[src/rtl/aidc_lite_cc_sched_if.sv]
// Requester/concatenator/result bundle for aidc_lite_cc_sched.
// timeout_o exists only when AIDC_LITE_CC_SCHED_TIMEOUT_EN is defined.
interface aidc_lite_cc_sched_if #(
    parameter int NUM_REQ   = 4,
    parameter int DATA_SIZE = 66,
    parameter int ID_W      = 3
);
    logic [NUM_REQ-1:0]           req_valid_i;
    logic [NUM_REQ-1:0]           req_sop_i;
    logic [NUM_REQ-1:0]           req_eop_i;
    logic [NUM_REQ*DATA_SIZE-1:0] req_data_i;
    logic [NUM_REQ*7-1:0]         req_size_i;
    logic [NUM_REQ-1:0]           req_ready_o;
    logic                         cc_valid_o;
    logic                         cc_sop_o;
    logic                         cc_eop_o;
    logic [DATA_SIZE-1:0]         cc_data_o;
    logic [6:0]                   cc_size_o;
    logic                         cc_done_i;
    logic                         cc_fail_i;
    logic                         rslt_valid_o;
    logic [ID_W-1:0]              rslt_id_o;
    logic                         rslt_fail_o;
    logic                         busy_o;
`ifdef AIDC_LITE_CC_SCHED_TIMEOUT_EN
    logic                         timeout_o;
`endif

    modport slave (
        input  req_valid_i,
        input  req_sop_i,
        input  req_eop_i,
        input  req_data_i,
        input  req_size_i,
        input  cc_done_i,
        input  cc_fail_i,
        output req_ready_o,
        output cc_valid_o,
        output cc_sop_o,
        output cc_eop_o,
        output cc_data_o,
        output cc_size_o,
        output rslt_valid_o,
        output rslt_id_o,
        output rslt_fail_o,
        output busy_o
`ifdef AIDC_LITE_CC_SCHED_TIMEOUT_EN
       ,output timeout_o
`endif
    );

    modport master (
        output req_valid_i,
        output req_sop_i,
        output req_eop_i,
        output req_data_i,
        output req_size_i,
        output cc_done_i,
        output cc_fail_i,
        input  req_ready_o,
        input  cc_valid_o,
        input  cc_sop_o,
        input  cc_eop_o,
        input  cc_data_o,
        input  cc_size_o,
        input  rslt_valid_o,
        input  rslt_id_o,
        input  rslt_fail_o,
        input  busy_o
`ifdef AIDC_LITE_CC_SCHED_TIMEOUT_EN
       ,input  timeout_o
`endif
    );
endinterface

[src/rtl/aidc_lite_cc_sched.sv]
// Round-robin block scheduler in front of a single code-concatenate datapath.
// Optional DRAIN watchdog: define AIDC_LITE_CC_SCHED_TIMEOUT_EN.
module aidc_lite_cc_sched #(
    parameter int NUM_REQ       = 4,
    parameter int DATA_SIZE     = 66,
    parameter int ID_W          = 3,
    parameter int DRAIN_TIMEOUT = 15
) (
    input logic                clk,
    input logic                rst,
    aidc_lite_cc_sched_if.slave sched_io
);

    typedef enum logic [1:0] {
        IDLE,
        STREAM,
        DRAIN,
        REPORT
    } state_t;

    state_t          state_q;
    logic [ID_W-1:0] rr_q;
    logic [ID_W-1:0] grant_q;
    logic            first_q;
    logic            rslt_valid_q;
    logic [ID_W-1:0] rslt_id_q;
    logic            rslt_fail_q;

`ifdef AIDC_LITE_CC_SCHED_TIMEOUT_EN
    localparam int CNT_W = 8;
    logic [CNT_W-1:0] cnt_q;
    logic             timeout_q;
`endif

    logic [NUM_REQ-1:0] elig;
    logic               pick_found;
    logic [ID_W-1:0]    pick_idx;
    logic [ID_W:0]      scan_idx;
    logic               g_valid;
    logic               g_sop;
    logic               g_eop;
    logic [DATA_SIZE-1:0] g_data;
    logic [6:0]         g_size;
    logic               streaming;
    logic [ID_W-1:0]    rr_next;

    assign g_valid   = sched_io.req_valid_i[grant_q];
    assign g_sop     = sched_io.req_sop_i[grant_q];
    assign g_eop     = sched_io.req_eop_i[grant_q];
    assign g_data    = sched_io.req_data_i[grant_q*DATA_SIZE +: DATA_SIZE];
    assign g_size    = sched_io.req_size_i[grant_q*7 +: 7];
    assign streaming = (state_q == STREAM);
    assign rr_next   = (grant_q == ID_W'(NUM_REQ - 1)) ? '0 : grant_q + 1'b1;

    // First sop-presenting lane at or after the rr pointer, wrapping.
    always_comb begin
        elig       = sched_io.req_valid_i & sched_io.req_sop_i;
        pick_found = 1'b0;
        pick_idx   = '0;
        scan_idx   = '0;
        for (int i = 0; i < NUM_REQ; i++) begin
            scan_idx = {1'b0, rr_q} + (ID_W+1)'(i);
            if (scan_idx >= (ID_W+1)'(NUM_REQ)) begin
                scan_idx = scan_idx - (ID_W+1)'(NUM_REQ);
            end
            if (!pick_found && elig[scan_idx]) begin
                pick_found = 1'b1;
                pick_idx   = scan_idx[ID_W-1:0];
            end
        end
    end

    // Forward the granted lane; later sops inside a block are masked.
    always_comb begin
        sched_io.req_ready_o = '0;
        sched_io.cc_valid_o  = 1'b0;
        sched_io.cc_sop_o    = 1'b0;
        sched_io.cc_eop_o    = 1'b0;
        sched_io.cc_data_o   = '0;
        sched_io.cc_size_o   = '0;
        if (streaming) begin
            sched_io.req_ready_o[grant_q] = 1'b1;
            sched_io.cc_valid_o = g_valid;
            sched_io.cc_sop_o   = g_valid & g_sop & first_q;
            sched_io.cc_eop_o   = g_valid & g_eop;
            sched_io.cc_data_o  = g_data;
            sched_io.cc_size_o  = g_size;
        end
    end

    assign sched_io.rslt_valid_o = rslt_valid_q;
    assign sched_io.rslt_id_o    = rslt_id_q;
    assign sched_io.rslt_fail_o  = rslt_fail_q;
    assign sched_io.busy_o       = (state_q != IDLE);
`ifdef AIDC_LITE_CC_SCHED_TIMEOUT_EN
    assign sched_io.timeout_o    = timeout_q;
`endif

    // Block FSM: arbitrate, stream, wait for flush, pulse the result.
    always_ff @(posedge clk) begin
        if (rst) begin
            state_q      <= IDLE;
            rr_q         <= '0;
            grant_q      <= '0;
            first_q      <= 1'b0;
            rslt_valid_q <= 1'b0;
            rslt_id_q    <= '0;
            rslt_fail_q  <= 1'b0;
`ifdef AIDC_LITE_CC_SCHED_TIMEOUT_EN
            cnt_q        <= '0;
            timeout_q    <= 1'b0;
`endif
        end else begin
            rslt_valid_q <= 1'b0;
            rslt_id_q    <= '0;
            rslt_fail_q  <= 1'b0;
            unique case (state_q)
                IDLE: begin
                    if (pick_found) begin
                        grant_q <= pick_idx;
                        first_q <= 1'b1;
                        state_q <= STREAM;
                    end
                end
                STREAM: begin
                    if (g_valid) begin
                        first_q <= 1'b0;
                        if (g_eop) begin
                            state_q <= DRAIN;
`ifdef AIDC_LITE_CC_SCHED_TIMEOUT_EN
                            cnt_q   <= '0;
`endif
                        end
                    end
                end
                DRAIN: begin
                    if (sched_io.cc_done_i) begin
                        state_q      <= REPORT;
                        rslt_valid_q <= 1'b1;
                        rslt_id_q    <= grant_q;
                        rslt_fail_q  <= sched_io.cc_fail_i;
                    end
`ifdef AIDC_LITE_CC_SCHED_TIMEOUT_EN
                    else if (cnt_q == CNT_W'(DRAIN_TIMEOUT - 1)) begin
                        state_q      <= REPORT;
                        rslt_valid_q <= 1'b1;
                        rslt_id_q    <= grant_q;
                        rslt_fail_q  <= 1'b1;
                        timeout_q    <= 1'b1;
                    end else begin
                        cnt_q <= cnt_q + 1'b1;
                    end
`endif
                end
                REPORT: begin
                    rr_q    <= rr_next;
                    state_q <= IDLE;
                end
                default: state_q <= IDLE;
            endcase
        end
    end

endmodule

[src/flat_wrapper.sv]
// flat-port wrapper written by rule: the top's interface ports become plain ports
module aidc_lite_cc_sched_flat 
#(
    parameter int NUM_REQ       = 4,
    parameter int DATA_SIZE     = 66,
    parameter int ID_W          = 3,
    parameter int DRAIN_TIMEOUT = 15
)
  (clk, rst, sched_io_req_valid_i, sched_io_req_sop_i, sched_io_req_eop_i, sched_io_req_data_i, sched_io_req_size_i, sched_io_cc_done_i, sched_io_cc_fail_i, sched_io_req_ready_o, sched_io_cc_valid_o, sched_io_cc_sop_o, sched_io_cc_eop_o, sched_io_cc_data_o, sched_io_cc_size_o, sched_io_rslt_valid_o, sched_io_rslt_id_o, sched_io_rslt_fail_o, sched_io_busy_o);
  aidc_lite_cc_sched_if #(.NUM_REQ(NUM_REQ), .DATA_SIZE(DATA_SIZE), .ID_W(ID_W)) sched_io_i ();
  input logic clk;
  input logic rst;
  input wire logic [$bits(sched_io_i.req_valid_i)-1:0] sched_io_req_valid_i;
  input wire logic [$bits(sched_io_i.req_sop_i)-1:0] sched_io_req_sop_i;
  input wire logic [$bits(sched_io_i.req_eop_i)-1:0] sched_io_req_eop_i;
  input wire logic [$bits(sched_io_i.req_data_i)-1:0] sched_io_req_data_i;
  input wire logic [$bits(sched_io_i.req_size_i)-1:0] sched_io_req_size_i;
  input wire logic [$bits(sched_io_i.cc_done_i)-1:0] sched_io_cc_done_i;
  input wire logic [$bits(sched_io_i.cc_fail_i)-1:0] sched_io_cc_fail_i;
  output wire logic [$bits(sched_io_i.req_ready_o)-1:0] sched_io_req_ready_o;
  output wire logic [$bits(sched_io_i.cc_valid_o)-1:0] sched_io_cc_valid_o;
  output wire logic [$bits(sched_io_i.cc_sop_o)-1:0] sched_io_cc_sop_o;
  output wire logic [$bits(sched_io_i.cc_eop_o)-1:0] sched_io_cc_eop_o;
  output wire logic [$bits(sched_io_i.cc_data_o)-1:0] sched_io_cc_data_o;
  output wire logic [$bits(sched_io_i.cc_size_o)-1:0] sched_io_cc_size_o;
  output wire logic [$bits(sched_io_i.rslt_valid_o)-1:0] sched_io_rslt_valid_o;
  output wire logic [$bits(sched_io_i.rslt_id_o)-1:0] sched_io_rslt_id_o;
  output wire logic [$bits(sched_io_i.rslt_fail_o)-1:0] sched_io_rslt_fail_o;
  output wire logic [$bits(sched_io_i.busy_o)-1:0] sched_io_busy_o;
  assign sched_io_i.req_valid_i = sched_io_req_valid_i;
  assign sched_io_i.req_sop_i = sched_io_req_sop_i;
  assign sched_io_i.req_eop_i = sched_io_req_eop_i;
  assign sched_io_i.req_data_i = sched_io_req_data_i;
  assign sched_io_i.req_size_i = sched_io_req_size_i;
  assign sched_io_i.cc_done_i = sched_io_cc_done_i;
  assign sched_io_i.cc_fail_i = sched_io_cc_fail_i;
  assign sched_io_req_ready_o = sched_io_i.req_ready_o;
  assign sched_io_cc_valid_o = sched_io_i.cc_valid_o;
  assign sched_io_cc_sop_o = sched_io_i.cc_sop_o;
  assign sched_io_cc_eop_o = sched_io_i.cc_eop_o;
  assign sched_io_cc_data_o = sched_io_i.cc_data_o;
  assign sched_io_cc_size_o = sched_io_i.cc_size_o;
  assign sched_io_rslt_valid_o = sched_io_i.rslt_valid_o;
  assign sched_io_rslt_id_o = sched_io_i.rslt_id_o;
  assign sched_io_rslt_fail_o = sched_io_i.rslt_fail_o;
  assign sched_io_busy_o = sched_io_i.busy_o;
  aidc_lite_cc_sched #(.NUM_REQ(NUM_REQ), .DATA_SIZE(DATA_SIZE), .ID_W(ID_W), .DRAIN_TIMEOUT(DRAIN_TIMEOUT)) u_core (.clk(clk), .rst(rst), .sched_io(sched_io_i));
endmodule
[config.mk]
export PLATFORM = sky130hd
export DESIGN_NAME = aidc_lite_cc_sched_flat
export DESIGN_NICKNAME = d
export VERILOG_FILES = /design/src/rtl/aidc_lite_cc_sched_if.sv /design/src/rtl/aidc_lite_cc_sched.sv /design/src/flat_wrapper.sv
export SDC_FILE = /design/constraint.sdc
export NUM_CORES = 1
export LEC_CHECK = 0
export CORE_AREA = 2 2 152 154
export DETAILED_ROUTE_END_ITERATION = 8
export DIE_AREA = 0 0 154 156
export PLACE_DENSITY = 0.59
export SYNTH_ARGS = -nofsm -noshare
export SYNTH_HDL_FRONTEND = slang
export SYNTH_SLANG_ARGS = --single-unit
export TNS_END_PERCENT = 100
[constraint.sdc]
create_clock -name clk -period 2.35 [get_ports clk]
set_clock_uncertainty 0.05 [all_clocks]
set_input_delay 0.5875 -clock clk [delete_from_list [all_inputs] [get_ports clk]]
set_output_delay 0.5875 -clock clk [all_outputs]
set_load 0.01 [all_outputs]
==> flow_summary.toml <==
[run_status]
outcome = "finished, violations left"
violations = "setup timing"

[clock_network]
htreeDepth = 1
cts_sinks = 14
cts_buffer_depth = 2
ctsRootBufferMaster = "clkbuf_16"
clk_latency_ns = 0.24
cts_tree = "yes"
cts-buffers-inserted = 3
cts.clk_slew.worst_paths_ns = 0.05

[critical_path]
end_kind = "output pin"
startpoint_type = "flop"
required_ns = 1.71
cp.arrival_ns = 1.89
critical_path_class = "flop to output pin"
critPathMaxFanout = 3

[logic_synthesis]
async_reset_ff_frac = 0
synth_edf_count = 0
synth_area_um2 = 3250
seq_area_frac_synth = 0.0863
syn_nets = 604
synth_cell_types = 40
ys.flop_type = "dfxtp_1"
synth-seq-cells = 14
syn-instance-count = 286
yosys_warnings = 0
syn_avg_cell_area_um2 = 11.4

[timing]
min_period_over_period = 1.08
finalWorstSetupSlack_ns = -0.181
rsz0062_at_grt = "true"
setup_tns_ns = -3.83
hold_viol_final = 0
drv_slew = 0
fin_crit_ns = 2.53
setup_violations = 62
clock.fmax_mhz = 395
timing.hold.ws_ns = 0.429
tightest_slew_ns = 0.416
slew_headroom = 0.715

[detailed_routing]
vias_per_cell = 4.29
drc_errors = 0
antenna_left = 0
wl_per_cell_um = 20.0
dr.pass1.iters = 4
routed_wl_um = 20700
first_iter_violations = 217
vias = 4437

[place]
io_buffers = 393
preCtsSetupSlack_ns = -0.825
dp_hpwl_um = 17200
place.gp.congestion = 0.801

[job]
max_cap_viol_count = 0

[global_routing]
grt_pass1_wl_um = 28600
grt_max_degree = 35
antenna_found_initial = 4
track_usage = 0.156
grt.overflow.total = 0
grt_pass1_vias = 4476

[floorplanning]
rows = 55
ios = 394
die_w_um = 154
core_area_um2 = 22400
dieArea_um2 = 24000
fp.dieH_um = 156
start_util = 0.145

[finish]
drive_gt1_frac = 0.433
mostFrequentLayoutCell = "clkdlybuf4s50_1"
nFillCells = 2225
utilization = 0.395
nNetsFinal = 1067
area_growth_pct = 172
mostFrequentLayoutCells = "clkdlybuf4s50_1, mux4_2, buf_6, dlygate4sd2_1"

[power]
p_leak_uw = 0.00404
vdd_drop_max_mv = 0.295
finalPower_uw = 6200
power_density_nw_per_um2 = 702

[hold_path]
hold_path_class = "flop to flop"
[metrics by stage]
step | std cells | instance area [um^2]
after CTS | 1033 | 8310
final | 1035 | 8830
after detailed placement | 1002 | 8110
after global routing | 1035 | 8830
after global placement | 1002 | 8110
after floorplan | 286 | 3250
[where the power goes]
part | internal, uW | switching, uW
combinational | 3500 | 2000
sequential | 288 | 52.1
clock | 258 | 99.2
total | 4050 | 2150
[worst paths after layout]
check | start | to | slack [ns] | cells past startpoint
setup / recovery | u_core.grant_q[0] | sched_io_cc_sop_o | -0.18 | 6
hold / removal | u_core.rr_q[2] | u_core.grant_q[2] | 0.43 | 2
setup reg to reg | u_core.grant_q[0] | u_core.state_q[1] | 0.19 | 9
hold reg to reg | u_core.rr_q[2] | u_core.grant_q[2] | 0.43 | 2
[timing repair]
| item | in CTS | in global routing |
|---|---|---|
| resized for setup | 430 | 181 |
| hold buffers | 0 | 0 |
| gates cloned | 3 | 2 |
| pin swaps | 61 | 20 |
| endpoints found under the setup margin | 82 | 80 |
| setup buffers | 26 | 6 |
| hold endpoints to repair | 0 | 0 |
[metal layers]
layer,global-route usage,routed length [um],vias to the layer above,part of all wire
met3,0.0258,1180,18,0.057
li1,-,-,2060,-
met1,0.203,8600,2181,0.42
met4,0.0231,134,4,0.0065
met5,0,27,-,0.0013
met2,0.277,10800,174,0.52
[sequential cells by signal, indices dropped and copies added, names as in the netlist]
signal,flops
u_core.first_q,1
u_core.sched_io.rslt_valid_o,1
u_core.sched_io.rslt_id_o,3
u_core.grant_q,3
u_core.state_q,2
u_core.rr_q,3
u_core.sched_io.rslt_fail_o,1
[cell usage after synthesis, types with 2 or more instances]
cell,count,share of area
nor2b_1,2,0.0038
and3_1,2,0.0038
and2_1,82,0.16
nand2b_1,4,0.0077
nor3_1,2,0.0031
a221oi_1,2,0.0054
or3_1,2,0.0038
mux2i_1,3,0.0092
clkbuf_1,16,0.018
buf_2,9,0.014
nand2_1,11,0.013
a21oi_1,4,0.0062
nand3_1,7,0.011
inv_2,2,0.0023
and2_4,2,0.0054
nor2_1,4,0.0046
nand3b_1,4,0.0092
o41ai_1,2,0.0054
ha_1,10,0.039
inv_1,7,0.0081
mux4_2,77,0.53
dfxtp_1,14,0.086
[logic make-up (layout without fill, tap and decap cells)]
logic type | Yosys count | in the layout | synth area share
muxes | 81 | 81 | 0.551
DFF | 14 | 14 | 0.0863
buffers and inverters | 37 | 499 | 0.0497
adders and majority gates | 10 | 10 | 0.0385
other | 0 | 2 | 0
and+or+nand+nor | 126 | 126 | 0.233
AOI/OAI and AO/OA | 18 | 18 | 0.0416
[final cells by class]
type                            count  area [um^2]  share of cell area
Antenna cell                        2         5.00            0.000567
Clock buffer                        4         88.8              0.0101
Inverter                            9         33.8             0.00383
Multi-Input combinational cell    235         2960               0.335
Sequential cell                    14          288              0.0326
Tap cell                          285          357              0.0404
Timing Repair Buffer              486         5090               0.577
[worst max-delay path: stages (launching register included)]
cell	delay [ns]
dfxtp_4	0.39
buf_12	0.11
buf_6	0.09
mux4_2	0.55
and2_4	0.20
and3_4	0.18
buf_6	0.12
(Power assumes the default switching activity.)
